`config.mk`:
```
export PLATFORM = sky130hd
export DESIGN_NAME = preg_free_list
export DESIGN_NICKNAME = d
export VERILOG_FILES = /design/src/rtl/Types.sv /design/src/rtl/preg_alloc_tracker.sv /design/src/rtl/preg_free_list.sv
export SDC_FILE = /design/constraint.sdc
export NUM_CORES = 1
export LEC_CHECK = 0
export ABC_AREA = 1
export CAP_MARGIN = 15
export CORE_AREA = 2 2 207 209
export DETAILED_ROUTE_END_ITERATION = 12
export DIE_AREA = 0 0 209 211
export PLACE_DENSITY_LB_ADDON = 0.2
export SETUP_SLACK_MARGIN = 0.1
export SYNTH_ARGS = -nofsm -noshare
export SYNTH_HDL_FRONTEND = slang
export SYNTH_SLANG_ARGS = --single-unit
```
`constraint.sdc`:
```
create_clock -name i_clk -period 4.52 [get_ports i_clk]
set_input_delay 1.356 -clock i_clk [delete_from_list [all_inputs] [get_ports i_clk]]
set_output_delay 1.356 -clock i_clk [all_outputs]
set_load 0.005 [all_outputs]
```
`src/rtl/Types.sv`:
```
// Shared rename types: physical-register index type and free-list sizing,
// used by RENAME, retire and the physical-register free list.
package Types;

    localparam int NUM_PREGS = 64;
    localparam int NUM_AREGS = 32;
    localparam int FL_DEPTH  = NUM_PREGS - NUM_AREGS;
    localparam int FL_WIDTH  = 2;

    localparam int PREG_W = $clog2(NUM_PREGS);
    localparam int PTR_W  = $clog2(FL_DEPTH);
    localparam int CNT_W  = $clog2(FL_DEPTH + 1);

    typedef logic [PREG_W-1:0] p_reg;
    typedef logic [PTR_W-1:0]  fl_ptr;
    typedef logic [CNT_W-1:0]  fl_cnt;

    // Circular-pointer advance; off never exceeds FL_WIDTH, so one subtract wraps.
    function automatic fl_ptr ptr_add(input fl_ptr p, input int off);
        int sum;
        sum = int'(p) + off;
        if (sum >= FL_DEPTH) sum = sum - FL_DEPTH;
        return fl_ptr'(sum);
    endfunction

endpackage

```
`src/rtl/preg_alloc_tracker.sv`:
```
// "Is free" bitmap guarding the free list: rejects double-frees, out-of-range
// indices, in-group duplicates and overflowing pushes, and latches a sticky error.
module preg_alloc_tracker
    import Types::*;
(
    input  logic              clk,
    input  logic              rst_n,
    input  logic              pop_en       [FL_WIDTH],
    input  logic [PREG_W-1:0] pop_preg     [FL_WIDTH],
    input  logic              release_en   [FL_WIDTH],
    input  logic [PREG_W-1:0] release_preg [FL_WIDTH],
    input  logic [CNT_W-1:0]  count,
    output logic              push_en      [FL_WIDTH],
    output logic              err
);

    localparam logic [NUM_PREGS-1:0] FREE_AT_RESET = {{FL_DEPTH{1'b1}}, {NUM_AREGS{1'b0}}};

    logic [NUM_PREGS-1:0] is_free;
    logic                 reject;

    // Membership is judged against the bitmap before this cycle's pops and pushes.
    always_comb begin
        int  pushed;
        logic bad;
        pushed = 0;
        reject = 1'b0;
        for (int k = 0; k < FL_WIDTH; k++) begin
            bad        = 1'b0;
            push_en[k] = 1'b0;
            if (release_en[k]) begin
                bad = ({1'b0, release_preg[k]} >= (PREG_W+1)'(NUM_PREGS));
                if (!bad) bad = is_free[release_preg[k]];
                for (int j = 0; j < k; j++)
                    if (release_en[j] && release_preg[j] == release_preg[k]) bad = 1'b1;
                if (int'(count) + pushed >= FL_DEPTH) bad = 1'b1;
                push_en[k] = !bad;
                if (!bad) pushed = pushed + 1;
                reject = reject | bad;
            end
        end
    end

    always_ff @(posedge clk or negedge rst_n) begin
        if (!rst_n) begin
            is_free <= FREE_AT_RESET;
            err     <= 1'b0;
        end else begin
            for (int k = 0; k < FL_WIDTH; k++)
                if (pop_en[k]) is_free[pop_preg[k]] <= 1'b0;
            for (int k = 0; k < FL_WIDTH; k++)
                if (push_en[k]) is_free[release_preg[k]] <= 1'b1;
            if (reject) err <= 1'b1;
        end
    end

endmodule

```
`src/rtl/preg_free_list.sv`:
```
// Physical-register free list: circular FIFO feeding RENAME, refilled by retire.
// Define FREE_LIST_CHECK_EN to add release checking and the sticky o_err flag.
module preg_free_list
    import Types::*;
(
    input  logic              i_clk,
    input  logic              i_rst_n,
    input  logic              i_alloc_req    [0:FL_WIDTH-1],
    output logic [PREG_W-1:0] o_free_PRegs   [0:FL_WIDTH-1],
    output logic              o_alloc_ok,
    input  logic              i_release_en   [0:FL_WIDTH-1],
    input  logic [PREG_W-1:0] i_release_preg [0:FL_WIDTH-1],
    output logic [CNT_W-1:0]  o_free_count,
    output logic              o_err
);

    p_reg  entries  [FL_DEPTH];
    fl_ptr head;
    fl_ptr tail;
    fl_cnt count;

    fl_cnt n_alloc;
    fl_cnt n_push;
    fl_ptr push_ptr [FL_WIDTH];
    logic  pop_en   [FL_WIDTH];
    logic  push_en  [FL_WIDTH];

    // Requesters are packed in slot order from head; idle slots show entry[head].
    // NOTE: n_alloc is a running sum inside one combinational pass, so it must use
    // blocking updates; the registers below use non-blocking.
    always_comb begin
        n_alloc = '0;
        for (int k = 0; k < FL_WIDTH; k++) begin
            o_free_PRegs[k] = entries[head];
            if (i_alloc_req[k]) begin
                o_free_PRegs[k] = entries[ptr_add(head, int'(n_alloc))];
                n_alloc         = n_alloc + fl_cnt'(1);
            end
        end
    end

    assign o_alloc_ok = (count >= n_alloc);

    always_comb begin
        for (int k = 0; k < FL_WIDTH; k++)
            pop_en[k] = i_alloc_req[k] && o_alloc_ok;
    end

`ifdef FREE_LIST_CHECK_EN
    preg_alloc_tracker u_tracker (
        .clk          (i_clk),
        .rst_n        (i_rst_n),
        .pop_en       (pop_en),
        .pop_preg     (o_free_PRegs),
        .release_en   (i_release_en),
        .release_preg (i_release_preg),
        .count        (count),
        .push_en      (push_en),
        .err          (o_err)
    );
`else
    always_comb begin
        for (int k = 0; k < FL_WIDTH; k++)
            push_en[k] = i_release_en[k];
    end

    assign o_err = 1'b0;
`endif

    always_comb begin
        n_push = '0;
        for (int k = 0; k < FL_WIDTH; k++) begin
            push_ptr[k] = tail;
            if (push_en[k]) begin
                push_ptr[k] = ptr_add(tail, int'(n_push));
                n_push      = n_push + fl_cnt'(1);
            end
        end
    end

    // NOTE: the storage is deliberately reset: the reset image (entry j holds
    // P(NUM_AREGS+j)) is architectural state, not just a convenience.
    always_ff @(posedge i_clk or negedge i_rst_n) begin
        if (!i_rst_n) begin
            head  <= '0;
            tail  <= '0;
            count <= fl_cnt'(FL_DEPTH);
            for (int j = 0; j < FL_DEPTH; j++)
                entries[j] <= p_reg'(NUM_AREGS + j);
        end else begin
            for (int k = 0; k < FL_WIDTH; k++)
                if (push_en[k]) entries[push_ptr[k]] <= i_release_preg[k];
            if (o_alloc_ok) head <= ptr_add(head, int'(n_alloc));
            tail  <= ptr_add(tail, int'(n_push));
            count <= count + n_push - (o_alloc_ok ? n_alloc : '0);
        end
    end

    assign o_free_count = count;

endmodule

```
==> summary.md <==
| Metric | Value |
|---|---|
| Status | `finished, final reports clean` |
| N_diodes | `0` |
| Clk_lat worst skew | `0.56 ns` |
| HP Class | `reg -> reg` |
| Layout fillers | `about 4.3k` |
| Design area | `17100 um2` |
| Power per Cell Area | `around 860 nW/um2` |
| Placed inst area | `~16000 um2` |
| Final antenna-violating net count | `0` |
| Crit share post-route | `0.986` |
| Largest net degree at the start of global routing | `just over 80` |
| Port Buffers | `36` |
| Yosys reg bits | `around 210` |
| Gr usage total | `0.258` |
| Area delta synth->final | `15.2%` |
| Initial antenna violation count | `0` |
| Vias per std cell | `approximately 5.3` |
| Core area | `around 42000 um2` |
| Num CTS Buffers | `26` |
| Syn nets | `2334` |
| GRT Residual Overflow | `0` |
| Skew final | `about 0.0073 ns` |
| Synthesized cell area | `between 10000 and 15000 um2` |
| Die Area | `around 44000 um2` |
| RSZ-0062 raised after global routing | `true` |
| Worst Hold Launch | `entries[173]` |
| Relative slew slack | `0.410` |
| Detailed-route DRC error count | `0` |
| Post-synthesis sequential area ratio | `0.360` |
| Cell row count | `75` |
| CTS tree | `done` |
| Vias in the first global route | `between 10k and 15k` |
| Most frequent CP cell | `nand3_1` |
| Syn Area/Cell | `between 6 and 7 um2` |
| WP data required | `~3.2 ns` |
| Max Freq | `approximately 220 MHz` |
| Slew Viols, Final | `0` |
| Initial DRT Pass Iterations | `6` |
| Peak VDD IR | `around 0.35 mV` |
| Die Y | `211 um` |
| GP Congestion | `0.965` |
| Worst hold slack | `0.544 ns` |
| Synth Warn # | `0` |
| Clock slew at reported path FFs | `0.06 ns` |
| Total number of vias | `15.0k` |
| Setup WS post-layout | `~0.063 ns` |
| Pre-CTS setup slack | `-0.763 ns` |
| Main flop type after synthesis | `dfstp_2` |
| Setup violations, final | `0` |
| Worst path slowest cell | `ha_4` |
| First-pass GRT wire length | `a little under 90000 um` |
| Critical path origin | `i_alloc_req[1]` |
| Wirelength per Cell | `between 20 and 25 um` |
| Worst-margin pin slew | `slightly below 0.9 ns` |
| Initial DRC Count | `roughly 1.5k` |
| Initial Util | `0.355` |
| # clock sinks | `about 210` |
| Kind of critical path | `in -> out` |
| Synth area leader | `dfstp_2` |
| R2R Path Start | `o_free_count[5]` |
| Tot Pwr | `between 0.01 and 0.015 W` |
| Yosys top cell area share | `0.200` |
| Final hold viol count | `0` |
| Detail Placement HPWL | `37500 um` |
| Cell variety after synth | `36` |
| Nets | `approximately 2.3k` |
| Root Buffer | `clkbuf_16` |
| Mapped Cells | `between 2k and 2.5k` |
| Post-Layout Cell Count | `2824` |
| Max clock buf depth | `3` |
| Crit. End Element | `output port` |
| Max stage delay on crit path | `0.28 ns` |
| Period minus WS final | `4.46 ns` |
| Fraction of layout cells with a size suffix above 1 | `0.143` |
| Drt total wl | `between 50000 and 60000 um` |
| Top cells by area, synth | `dfstp_2 (20%), nand2_1 (20%), dfrtp_1 (16%), o21ai_0 (9.7%), nand3_1 (8.1%)` |
| Max-Cap Viols | `0` |
| EDFF count, synth | `0` |
| Asr flop ratio synth | `1.00` |
| Htree depth | `1` |
| Startpoint Class | `input pin` |
| Post-placement cell count | `around 2.8k` |
| Critical Path AT | `between 3 and 4 ns` |
| I/O Pins | `38` |
| Worst-path maximum fanout | `9` |
| Chip Width | `209 um` |
| Leak | `7.85 nW` |
| Worst path cell trace | `buf_4, ha_4, ha_4, buf_12, inv_8, buf_12, nor2_1, nand2_1, nand3_1, nand3_1, nand3_2, nand3_1, nand2_2, clkdlybuf4s15_1` |
==> cells in the mapped netlist, drive strengths merged, types with 2 or more instances <==
cell / instances
inv: 185
nand2: 788
buf: 76
dfrtp: 95
o211ai: 37
nor3: 9
dfstp: 113
clkbuf: 106
xor2: 16
a21oi: 42
xnor2: 3
nand3: 249
clkinv: 2
ha: 22
nor2: 126
fa: 4
o21ai: 410
==> metal layers <==
metal / wire length, um / GRT usage
met1: 26000 / 0.361
met2: 25200 / 0.413
met3: 3580 / 0.0335
met4: 2040 / 0.0840
met5: 0 / 0
==> kinds of logic (layout without fill, tap and decap cells) <==
| logic type | after synthesis | in the layout | share of synthesized area |
|---|---|---|---|
| buffers and inverters | 369 | 364 | 0.104 |
| adder cells (fa/ha/maj) | 26 | 26 | 0.0239 |
| AO/OA/AOI/OAI | 492 | 492 | 0.176 |
| other | 1 | 1 | 0.000253 |
| AND/OR/NAND/NOR | 1175 | 1175 | 0.324 |
| flip-flops | 208 | 208 | 0.360 |
| XOR/XNOR | 19 | 19 | 0.0122 |
==> path summary, 6_finish.rpt <==
path / end / slack, ns / depth (start not counted)
setup / recovery: o_free_PRegs[2] / 0.06 / 14
hold / removal: entries[173] / 0.54 / 2
setup reg to reg: o_free_count[4] / 1.53 / 12
hold reg to reg: entries[173] / 0.54 / 2
max in group asynchronous: entries[143] / 2.80 / 2
min in group asynchronous: o_free_count[3] / 0.82 / 1
==> layout make-up <==
type                       instances  area, um2  share of cell area
clock inverter                    13        195              0.0114
timing repair buffer             129       1310              0.0766
tap                              539        674              0.0395
multi-input combinational       1713       8140               0.476
sequential                       208       5350               0.313
inverter                         187        709              0.0415
clock buffer                      35        716              0.0419
==> through the flow <==
stage / setup TNS, ns / util
after floorplan: 0 / -
after detailed placement: -5.17 / 0.382
after CTS: 0 / 0.409
after global placement: -4.95 / 0.382
after global routing: 0 / 0.409
final: 0 / 0.409
==> sequential cells by signal, summed over array words and instances (netlist names) <==
name	count
tail	5
o_free_count	6
head	5
entries	192
==> power breakdown <==
part | leakage, nW | internal, W | total (W) | switching, W
combinational | 5.04 | 0.00331 | 0.00867 | 0.00536
clock | 0.443 | 0.00139 | 0.00228 | 0.000883
sequential | 2.37 | 0.00301 | 0.00377 | 0.000762
==> what timing repair did <==
item | CTS | global route
setup endpoints to repair | 7 | 12
cloned | 3 | 0
endpoints found under the hold margin | 0 | 0
hold buffers | 0 | 0
resized for setup | 46 | 21
setup buffers | 2 | 0
pin swaps | 12 | 12
==> critical path: cells and delay by family <==
kind | cells | cell delay [ns]
AND/OR/NAND/NOR | 7 | 0.61
adder cells (fa/ha/maj) | 2 | 0.45
buffers and inverters | 5 | 0.66
==> placed cells by master, fill, tap and decap left out, drive strengths merged <==
cell type / n
nor2: 126
clkdlybuf4s50: 27
nand4: 1
bufinv: 5
buf: 97
o21bai: 1
xor2: 16
nor3: 9
clkdlybuf4s15: 2
dlygate4sd2: 1
fa: 4
dfrtp: 95
ha: 22
inv: 185
dfstp: 113
a21o: 1
nand3: 249
a21boi: 1
clkinv: 8
o21ai: 410
clkbuf: 37
o211ai: 37
conb: 1
nand2: 788
and2: 1
a21oi: 42
clkinvlp: 2
and3: 1
xnor2: 3
(Power assumes the default switching activity.)
